[config.mk]
export PLATFORM = sky130hd
export DESIGN_NAME = ssd1306_power_sequencer_flat
export DESIGN_NICKNAME = d
export VERILOG_FILES = /design/src/rtl/ssd1306_power_sequencer_if.sv /design/src/rtl/ssd1306_power_sequencer.sv /design/src/flat_wrapper.sv
export SDC_FILE = /design/constraint.sdc
export NUM_CORES = 1
export LEC_CHECK = 0
export ABC_AREA = 1
export BUFFER_PORTS_ARGS = -buffer_cell sky130_fd_sc_hd__buf_2
export CORE_ASPECT_RATIO = 1.4
export CORE_UTILIZATION = 55
export DETAILED_ROUTE_END_ITERATION = 16
export PLACE_DENSITY = 0.75
export SYNTH_ARGS = -nofsm -noshare
export SYNTH_HDL_FRONTEND = slang
export SYNTH_SLANG_ARGS = --single-unit
[constraint.sdc]
create_clock -name clk -period 4.3 [get_ports clk]
set_input_delay 0.86 -clock clk [delete_from_list [all_inputs] [get_ports clk]]
set_output_delay 0.86 -clock clk [all_outputs]
set_load 0.02 [all_outputs]
[src/rtl/ssd1306_power_sequencer_if.sv]
// Byte-level link between the SSD1306 power sequencer, the user byte source
// and the downstream SPI byte serialiser.
interface ssd1306_power_sequencer_if;
    // User byte handshake
    logic        usr_valid;
    logic        usr_dc;
    logic [7:0]  usr_data;
    logic        usr_ready;

    // Serialiser side
    logic        spi_data_ready;
    logic        spi_data_u8;
    logic [31:0] spi_data;
    logic        spi_busy;

    // Sequencer view: accepts user bytes, drives the serialiser
    modport master (
        input  usr_valid,
        input  usr_dc,
        input  usr_data,
        output usr_ready,
        output spi_data_ready,
        output spi_data_u8,
        output spi_data,
        input  spi_busy
    );

    // Environment view: offers user bytes, consumes serialiser strobes
    modport slave (
        output usr_valid,
        output usr_dc,
        output usr_data,
        input  usr_ready,
        input  spi_data_ready,
        input  spi_data_u8,
        input  spi_data,
        output spi_busy
    );
endinterface

[src/rtl/ssd1306_power_sequencer.sv]
// SSD1306 power sequencer: owns the rails, reset pin and D/C line, runs the
// fixed power-up command list, forwards user bytes one at a time and runs the
// power-down sequence on request.
module ssd1306_power_sequencer #(
    parameter int DELAY_1MS   = 100000,
    parameter int DELAY_100MS = 10000000
) (
    input  logic clk,
    input  logic resetn,
    input  logic start,
    input  logic shutdown,
    ssd1306_power_sequencer_if.master bus,
    output logic oled_dc,
    output logic oled_res_n,
    output logic oled_vdd_n,
    output logic oled_vbat_n,
    output logic ready
);

    localparam int DELAY_MAX = (DELAY_100MS > DELAY_1MS) ? DELAY_100MS : DELAY_1MS;
    localparam int CNT_W     = (DELAY_MAX > 1) ? $clog2(DELAY_MAX) : 1;
    localparam logic [CNT_W-1:0] LD_1MS   = CNT_W'(DELAY_1MS - 1);
    localparam logic [CNT_W-1:0] LD_100MS = CNT_W'(DELAY_100MS - 1);

    typedef enum logic [3:0] {
        S_OFF, S_VDD_WAIT, S_CMD_OFF, S_RES_LO, S_RES_HI, S_CMD_PWR,
        S_VBAT_WAIT, S_CMD_CFG, S_ON, S_USR_SEND, S_SD_CMD, S_SD_WAIT
    } state_t;

    // Progress of the byte currently handed to the serialiser
    typedef enum logic [1:0] {
        PH_IDLE, PH_STROBE, PH_WAIT_HI, PH_WAIT_LO
    } phase_t;

    // Power-up command list; entry 0 (display off) is reused by power-down
    function automatic logic [7:0] cmd_rom(input logic [3:0] idx);
        case (idx)
            4'd0:    cmd_rom = 8'hAE;
            4'd1:    cmd_rom = 8'h8D;
            4'd2:    cmd_rom = 8'h14;
            4'd3:    cmd_rom = 8'hD9;
            4'd4:    cmd_rom = 8'hF1;
            4'd5:    cmd_rom = 8'h81;
            4'd6:    cmd_rom = 8'h0F;
            4'd7:    cmd_rom = 8'hA1;
            4'd8:    cmd_rom = 8'hC8;
            4'd9:    cmd_rom = 8'hDA;
            4'd10:   cmd_rom = 8'h20;
            4'd11:   cmd_rom = 8'hAF;
            default: cmd_rom = 8'h00;
        endcase
    endfunction

    state_t           state, state_n;
    phase_t           phase, phase_n;
    logic [3:0]       ptr, ptr_n;
    logic [CNT_W-1:0] cnt, cnt_n;
    logic             sd_latch, sd_latch_n;
    logic [7:0]       byte_q, byte_n;
    logic             dc_q, dc_n;
    logic             vdd_n_q, vdd_n_n;
    logic             vbat_n_q, vbat_n_n;
    logic             res_n_q;

    logic             send_done;
    logic             load;
    logic [7:0]       load_byte;
    logic             load_dc;

    // State, counters, held byte and pin registers
    always_ff @(posedge clk or negedge resetn) begin
        if (!resetn) begin
            state    <= S_OFF;
            phase    <= PH_IDLE;
            ptr      <= 4'd0;
            cnt      <= '0;
            sd_latch <= 1'b0;
            byte_q   <= 8'h00;
            dc_q     <= 1'b0;
            vdd_n_q  <= 1'b1;
            vbat_n_q <= 1'b1;
            res_n_q  <= 1'b1;
        end else begin
            state    <= state_n;
            phase    <= phase_n;
            ptr      <= ptr_n;
            cnt      <= cnt_n;
            sd_latch <= sd_latch_n;
            byte_q   <= byte_n;
            dc_q     <= dc_n;
            vdd_n_q  <= vdd_n_n;
            vbat_n_q <= vbat_n_n;
            res_n_q  <= (state_n != S_RES_LO);
        end
    end

    // Next-state logic: sequence steps, byte send phases and shutdown latch
    always_comb begin
        state_n    = state;
        phase_n    = phase;
        ptr_n      = ptr;
        cnt_n      = cnt;
        sd_latch_n = sd_latch;
        byte_n     = byte_q;
        dc_n       = dc_q;
        vdd_n_n    = vdd_n_q;
        vbat_n_n   = vbat_n_q;
        load       = 1'b0;
        load_byte  = 8'h00;
        load_dc    = 1'b0;

        send_done = (phase == PH_WAIT_LO) && !bus.spi_busy;

        case (phase)
            PH_STROBE:  phase_n = PH_WAIT_HI;
            PH_WAIT_HI: if (bus.spi_busy) phase_n = PH_WAIT_LO;
            PH_WAIT_LO: if (!bus.spi_busy) phase_n = PH_IDLE;
            default:    phase_n = PH_IDLE;
        endcase

        if (shutdown && state != S_OFF)
            sd_latch_n = 1'b1;

        case (state)
            S_OFF: begin
                if (start) begin
                    state_n = S_VDD_WAIT;
                    cnt_n   = LD_1MS;
                    vdd_n_n = 1'b0;
                end
            end
            S_VDD_WAIT: begin
                if (cnt == '0) begin
                    state_n   = S_CMD_OFF;
                    load      = 1'b1;
                    load_byte = cmd_rom(ptr);
                end else begin
                    cnt_n = cnt - CNT_W'(1);
                end
            end
            S_CMD_OFF: begin
                if (send_done) begin
                    ptr_n   = ptr + 4'd1;
                    state_n = S_RES_LO;
                    cnt_n   = LD_1MS;
                end
            end
            S_RES_LO: begin
                if (cnt == '0) begin
                    state_n = S_RES_HI;
                    cnt_n   = LD_1MS;
                end else begin
                    cnt_n = cnt - CNT_W'(1);
                end
            end
            S_RES_HI: begin
                if (cnt == '0) begin
                    state_n   = S_CMD_PWR;
                    load      = 1'b1;
                    load_byte = cmd_rom(ptr);
                end else begin
                    cnt_n = cnt - CNT_W'(1);
                end
            end
            S_CMD_PWR: begin
                if (send_done) begin
                    ptr_n = ptr + 4'd1;
                    if (ptr == 4'd4) begin
                        state_n  = S_VBAT_WAIT;
                        cnt_n    = LD_100MS;
                        vbat_n_n = 1'b0;
                    end else begin
                        load      = 1'b1;
                        load_byte = cmd_rom(ptr + 4'd1);
                    end
                end
            end
            S_VBAT_WAIT: begin
                if (cnt == '0) begin
                    state_n   = S_CMD_CFG;
                    load      = 1'b1;
                    load_byte = cmd_rom(ptr);
                end else begin
                    cnt_n = cnt - CNT_W'(1);
                end
            end
            S_CMD_CFG: begin
                if (send_done) begin
                    ptr_n = ptr + 4'd1;
                    if (ptr == 4'd11) begin
                        state_n = S_ON;
                    end else begin
                        load      = 1'b1;
                        load_byte = cmd_rom(ptr + 4'd1);
                    end
                end
            end
            S_ON: begin
                // A pending or same-cycle shutdown takes priority over a user byte
                if (sd_latch || shutdown) begin
                    state_n    = S_SD_CMD;
                    sd_latch_n = 1'b0;
                    load       = 1'b1;
                    load_byte  = cmd_rom(4'd0);
                end else if (bus.usr_valid) begin
                    state_n   = S_USR_SEND;
                    load      = 1'b1;
                    load_byte = bus.usr_data;
                    load_dc   = bus.usr_dc;
                end
            end
            S_USR_SEND: begin
                if (send_done)
                    state_n = S_ON;
            end
            S_SD_CMD: begin
                if (send_done) begin
                    state_n  = S_SD_WAIT;
                    cnt_n    = LD_100MS;
                    vbat_n_n = 1'b1;
                end
            end
            S_SD_WAIT: begin
                if (cnt == '0) begin
                    state_n = S_OFF;
                    vdd_n_n = 1'b1;
                    ptr_n   = 4'd0;
                end else begin
                    cnt_n = cnt - CNT_W'(1);
                end
            end
            default: state_n = S_OFF;
        endcase

        // Starting a byte: byte and D/C are captured here and held until done
        if (load) begin
            phase_n = PH_STROBE;
            byte_n  = load_byte;
            dc_n    = load_dc;
        end
    end

    assign bus.usr_ready      = (state == S_ON) && !sd_latch && !shutdown;
    assign bus.spi_data_ready = (phase == PH_STROBE);
    assign bus.spi_data_u8    = 1'b1;
    assign bus.spi_data       = {24'h000000, byte_q};

    assign ready       = (state == S_ON);
    assign oled_dc     = dc_q;
    assign oled_res_n  = res_n_q;
    assign oled_vdd_n  = vdd_n_q;
    assign oled_vbat_n = vbat_n_q;

endmodule

[src/flat_wrapper.sv]
// flat-port wrapper written by rule: the top's interface ports become plain ports
module ssd1306_power_sequencer_flat 
#(
    parameter int DELAY_1MS   = 100000,
    parameter int DELAY_100MS = 10000000
)
  (clk, resetn, start, shutdown, oled_dc, oled_res_n, oled_vdd_n, oled_vbat_n, ready, bus_usr_valid, bus_usr_dc, bus_usr_data, bus_usr_ready, bus_spi_data_ready, bus_spi_data_u8, bus_spi_data, bus_spi_busy);
  ssd1306_power_sequencer_if bus_i ();
  input  logic clk;
  input  logic resetn;
  input  logic start;
  input  logic shutdown;
  output logic oled_dc;
  output logic oled_res_n;
  output logic oled_vdd_n;
  output logic oled_vbat_n;
  output logic ready;
  input wire logic [$bits(bus_i.usr_valid)-1:0] bus_usr_valid;
  input wire logic [$bits(bus_i.usr_dc)-1:0] bus_usr_dc;
  input wire logic [$bits(bus_i.usr_data)-1:0] bus_usr_data;
  output wire logic [$bits(bus_i.usr_ready)-1:0] bus_usr_ready;
  output wire logic [$bits(bus_i.spi_data_ready)-1:0] bus_spi_data_ready;
  output wire logic [$bits(bus_i.spi_data_u8)-1:0] bus_spi_data_u8;
  output wire logic [$bits(bus_i.spi_data)-1:0] bus_spi_data;
  input wire logic [$bits(bus_i.spi_busy)-1:0] bus_spi_busy;
  assign bus_i.usr_valid = bus_usr_valid;
  assign bus_i.usr_dc = bus_usr_dc;
  assign bus_i.usr_data = bus_usr_data;
  assign bus_usr_ready = bus_i.usr_ready;
  assign bus_spi_data_ready = bus_i.spi_data_ready;
  assign bus_spi_data_u8 = bus_i.spi_data_u8;
  assign bus_spi_data = bus_i.spi_data;
  assign bus_i.spi_busy = bus_spi_busy;
  ssd1306_power_sequencer #(.DELAY_1MS(DELAY_1MS), .DELAY_100MS(DELAY_100MS)) u_core (.clk(clk), .resetn(resetn), .start(start), .shutdown(shutdown), .bus(bus_i), .oled_dc(oled_dc), .oled_res_n(oled_res_n), .oled_vdd_n(oled_vdd_n), .oled_vbat_n(oled_vbat_n), .ready(ready));
endmodule
-- After elaboration in Yosys (flattened, before gate mapping)
Memories as Yosys holds them, arrays and structs flattened.
Cells that the tools add are included.
- memory bits (read-only): 640
- register bits after elaboration: 47
- input port bits: 15
- logic and storage cells: 129
- output and inout bits: 40
- memories kept: 5
- equal/unequal tests: 27
- add/subtract/negate cells: 2
- muxes and demuxes: 62
- reduce and logical (&&, ||, !) cells: 23
- memories (name ; words ; bits a word ; rd ports ; clocked after Yosys merged registers in ; write ports ; RTL line ; source):
    (no name shown) ; 16 ; 8 ; 1 ; 0 ; 0 ; ssd1306_power_sequencer.sv:37 ; case (idx)
    (no name shown) ; 16 ; 8 ; 1 ; 0 ; 0 ; ssd1306_power_sequencer.sv:37 ;
    (no name shown) ; 16 ; 8 ; 1 ; 0 ; 0 ; ssd1306_power_sequencer.sv:37 ;
    (no name shown) ; 16 ; 8 ; 1 ; 0 ; 0 ; ssd1306_power_sequencer.sv:37 ;
    (no name shown) ; 16 ; 8 ; 1 ; 0 ; 0 ; ssd1306_power_sequencer.sv:37 ;
- operator list (kind ; count):
    24-bit 2-to-1 mux ; 7
    24-bit case mux with 6 select lines ; 1
    8-bit 2-to-1 mux ; 9
    4-bit 2-to-1 mux ; 17
    4-bit case mux with 12 select lines ; 1
    8-bit case mux with 6 select lines ; 1
    24-bit logical NOT ; 1
    24-bit by 1-bit subtractor with 24-bit output, second input constant ; 1
    4-bit by 3-bit == test with 1-bit output, second input constant ; 5
    4-bit == test, second input constant ; 5
    1-bit 2-to-1 mux ; 18
    2-bit by 1-bit inequality test with 1-bit output, second input constant ; 6
    4-bit by 2-bit == test with 1-bit output, second input constant ; 2
    4-bit case mux with 2 select lines ; 1
    7-bit AND reduction ; 1
    2-bit 2-to-1 mux ; 3
    3-bit by 2-bit inequality test with 1-bit output, second input constant ; 2
    2-bit case mux with 3 select lines ; 1
    3-bit AND reduction ; 2
    2-bit nonzero test ; 3
    6-bit nonzero test ; 1
    3-bit OR reduction ; 2
    4-bit by 1-bit adder with 4-bit output, second input constant ; 1
    2-bit == test, second input constant ; 2
    other kinds (14) ; 21

-- Depth between registers and ports, before layout
- depth after elaboration: 6
- gate-level depth with buffers: 12

-- Worst setup path before layout
OpenSTA, ideal clock, no wires.
- path kind: flip-flop to output port
- start point: reg u_core.state[2]
- end point: out bus_usr_ready
- buffers on the path: 0
- data required time: 3440 ps
- arrival: 1302 ps
- path slack: 2138 ps
- stages on the path, launching flop included: 6
- cell sequence: dfrtp_1 -> inv_2 -> nand2_1 -> nor2_1 -> nand2_1 -> inv_1
- longest elaborated chain between the ends: 3
- ends and longest elaborated chain (element ; RTL line ; source):
    start, declared ; ssd1306_power_sequencer.sv:54 ; state_t state, state_n;
    start signal, assigned ; ssd1306_power_sequencer.sv:84 ; state <= state_n;
    4-bit == test ; - ;
    named net ready ; flat_wrapper.sv:17 ; output logic ready;
    1-bit logical AND (2 in series) ; ssd1306_power_sequencer.sv:243 ; assign bus.usr_ready = (state == S_ON) && !sd_latch && !shutdown;
    end, declared ; flat_wrapper.sv:21 ; output wire logic [$bits(bus_i.usr_ready)-1:0] bus_usr_ready;
The timed path passes the listed nets, and every way through them passes these cells.

-- Worst setup path in the final report
- start point: reg u_core.ptr[0]
- end point: reg u_core.cnt[14]
- longest elaborated chain between the ends: 3
- ends and longest elaborated chain (element ; RTL line ; source):
    start, declared ; ssd1306_power_sequencer.sv:56 ; logic [3:0] ptr, ptr_n;
    start signal, assigned ; ssd1306_power_sequencer.sv:86 ; ptr <= ptr_n;
    4-bit by 3-bit == test with 1-bit output ; ssd1306_power_sequencer.sv:168 ; if (ptr == 4'd4) begin
    2-bit by 1-bit inequality test with 1-bit output (no source line) ; - ;
    7-bit AND reduction (no source line) ; - ;
    end signal, assigned ; ssd1306_power_sequencer.sv:87 ; cnt <= cnt_n;
    end, declared ; ssd1306_power_sequencer.sv:57 ; logic [CNT_W-1:0] cnt, cnt_n;
Every way passes these cells.
A chain may end at the register's enable or synchronous reset.

==> impl_metrics.ini <==
[outcome]
outcome = finished, final reports clean

[clock_network]
root_buffer = clkbuf_8
post_cts_buffers = 0
cts_hold_buf = 0
htree_levels = 2
cts_resized = 0
cts.sinks = 47
cts_buffers = 5
cts_tree = yes
clock_path_buffers = 2
clk_pin_slew_worst_paths_ns = 0.10
clock_latency_ns = 0.31

[pwr]
ir_drop_v = 0.0004056
p_per_area_nw_per_um2 = 518.0
power.leakage_uw = 0.002242

[setup_path]
worstPathMaxFanout = 20
arrival_ns = 2.67
crit_slowest_cell = dfrtp_1
end_kind = flip-flop
ff2ff_path_depth = 11
cp.depth = 11
rrSetupSlack_ns = 1.83
cp.required_ns = 4.50
path_class = flip-flop to flip-flop
cpLargestDelayFamily = simple AND/OR/NAND/NOR gates
cp-start-kind = flip-flop
cp_slowest_stage_delay_ns = 0.52
path_buf_inv = 3
crit_chain = inv_1 -> ha_1 -> nand3_2 -> o21ai_1 -> nand2_2 -> nor2_8 -> nand2_4 -> inv_2 -> nand2_1 -> nand2_1 -> inv_1

[timing]
slew_headroom_pct = 28.69
worstMarginPinSlew_ns = 1.070
finalCritPeriodShare_pct = 57.48
report.final.slew_viol_count = 0
hold_slack_ns = 0.4675
period_minus_slack_ns = 2.472
finalSetupTns_ns = 0
rsz0062_at_grt = false
finalClockSkew_ns = 0.01406
setup_viol = 0
fmax_mhz = 404.6
hold_violations = 0

[finish]
multiInputGateArea_um2 = 2255
drive_above_1_share_pct = 14.41
fin_nets = 625
antenna_cells = 0
final_core_util_pct = 61.30
area_delta_synth_final_pct = 6.118
num-fill-cells = 663
final-seq-area_um2 = 1180

[floorplanning]
die_h_um = 100.9
die_w_um = 72.67
ios = 55
coreArea_um2 = 6656
fp.dieArea_um2 = 7334
rows = 35
start_util_pct = 57.76

[synth]
synth_edf_count = 0
ys_warn_count = 0
ys_top_cells_by_count = nand2_1 (148), nor2_1 (85), inv_1 (55), dfrtp_1 (44), nand3_1 (31)
syn_area_per_cell_um2 = 6.769
synth_top_area_cell = dfrtp_1
syn_inst = 568
ys_seq_area_share_pct = 30.69
synth_area_um2 = 3845
ys_top_cells_by_area = dfrtp_1 (29%), nand2_1 (14%), nor2_1 (8.3%), inv_1 (5.4%), buf_4 (5.1%)
synth_top_area_share_pct = 28.64
ys.flop_type = dfrtp_1
synth.distinct_cells = 38
ys_ff_latch = 47
async_reset_ff_share_pct = 100.0
synth_most_common_cell = nand2_1

[flow_run]
maxCapViolCount = 0

[min_path]
hold_path_depth = 2
min_path_type = flip-flop to flip-flop

[detailed_routing]
drt_pass1_iterations = 6
wire_per_inst_um = 14.13
vias_per_cell = 5.328
drt_iter0_drc = 302
vias = 3671
wirelength_mm = 9.733
ant_nets = 0
drc = 0

[placement]
routabilityCongestion = 1.052
dp_hpwl_mm = 7.423
io_buffers = 29

[global_route]
grt_max_degree = 48
grt_pass1_vias = 3466
grt_pass1_wl_mm = 16.01
antenna_found_initial = 0
overflow = 0
grt_use_total_pct = 27.98
## metal layers
layer,part of all wire (%),routed length (um),GRT usage [%],up-vias
met2,52,5085,52.12,137
met1,39,3830,31.59,1689
met3,4.6,445,2.800,30
li1,-,-,-,1815
met5,0,0,0,-
met4,3.8,371,12.37,0
## through the flow
| step | setup slack (ns) | total power (uW) | instances | cell area [um^2] |
|---|---|---|---|---|
| after floorplan | 2.138 | 1518 | 591 | 3931 |
| after global placement | 1.885 | 1690 | 681 | 3948 |
| after detailed placement | 1.861 | 1716 | 681 | 3948 |
| after CTS | 1.864 | 2113 | 689 | 4080 |
| after global routing | 1.606 | 2284 | 689 | 4080 |
| final | 1.828 | 2114 | 689 | 4080 |
## worst paths after layout
| path | to | from |
|---|---|---|
| min in group asynchronous | u_core.byte_q[5] | resetn |
| max reg2reg | u_core.cnt[14] | u_core.ptr[0] |
| max in group asynchronous | u_core.cnt[3] | resetn |
| max | u_core.cnt[14] | u_core.ptr[0] |
| min reg2reg | u_core.oled_vdd_n | u_core.oled_vdd_n |
| min | u_core.oled_vdd_n | u_core.oled_vdd_n |
## area by class of cell
cell class                 count  share of cell area, %
clock buffer                   6                  1.779
clock inverter                 2                  1.472
inverter                      67                  6.194
multi-input combinational    446                  55.26
sequential                    47                  28.92
tap                           92                  2.821
timing repair buffer          29                  3.557
## sequential cells by signal, summed over array words and instances, names as in the netlist
register,count
u_core.cnt,24
u_core.byte_q,8
u_core.ptr,4
u_core.state,4
u_core.phase,2
u_core.oled_dc,1
u_core.oled_res_n,1
u_core.oled_vbat_n,1
u_core.oled_vdd_n,1
u_core.sd_latch,1
## layout by cell type, fill, tap and decap left out, drive strengths merged, types with 2 or more instances in the layout
cell type  count
dfstp          3
nand2        166
nand3         36
clkbuf         6
o211ai         3
inv           66
o22ai          5
ha            14
nand4          8
buf           29
dfrtp         44
xnor2          3
o21ai         34
o31ai          2
a21oi         27
bufinv         2
xor2          11
nor2          96
nor3           6
o2111ai        4
conb          25
## worst min-delay path: stages (launching register included)
cell and delay (ns):
dfstp_2 0.37, nand2_1 0.05, nand2_1 0.05
## power by group
group          total [uW]  internal [uW]  switching (uW)  leakage, uW
sequential            695            563             132     0.000586
clock                 392            233             159    0.0000654
combinational        1030            324             702      0.00159
total                2110           1120             994      0.00224
## logic make-up after synthesis
logic type,after synthesis,synth area share (%)
and+or+nand+nor,314,36.97
buffers and inverters,98,12.92
AOI/OAI and AO/OA,78,11.23
DFF,47,30.69
adders and majority gates,14,4.556
xor gates and xnor gates,14,3.189
other,2,0.1953
muxes,1,0.2603
Power figures use the tool's default switching activity.
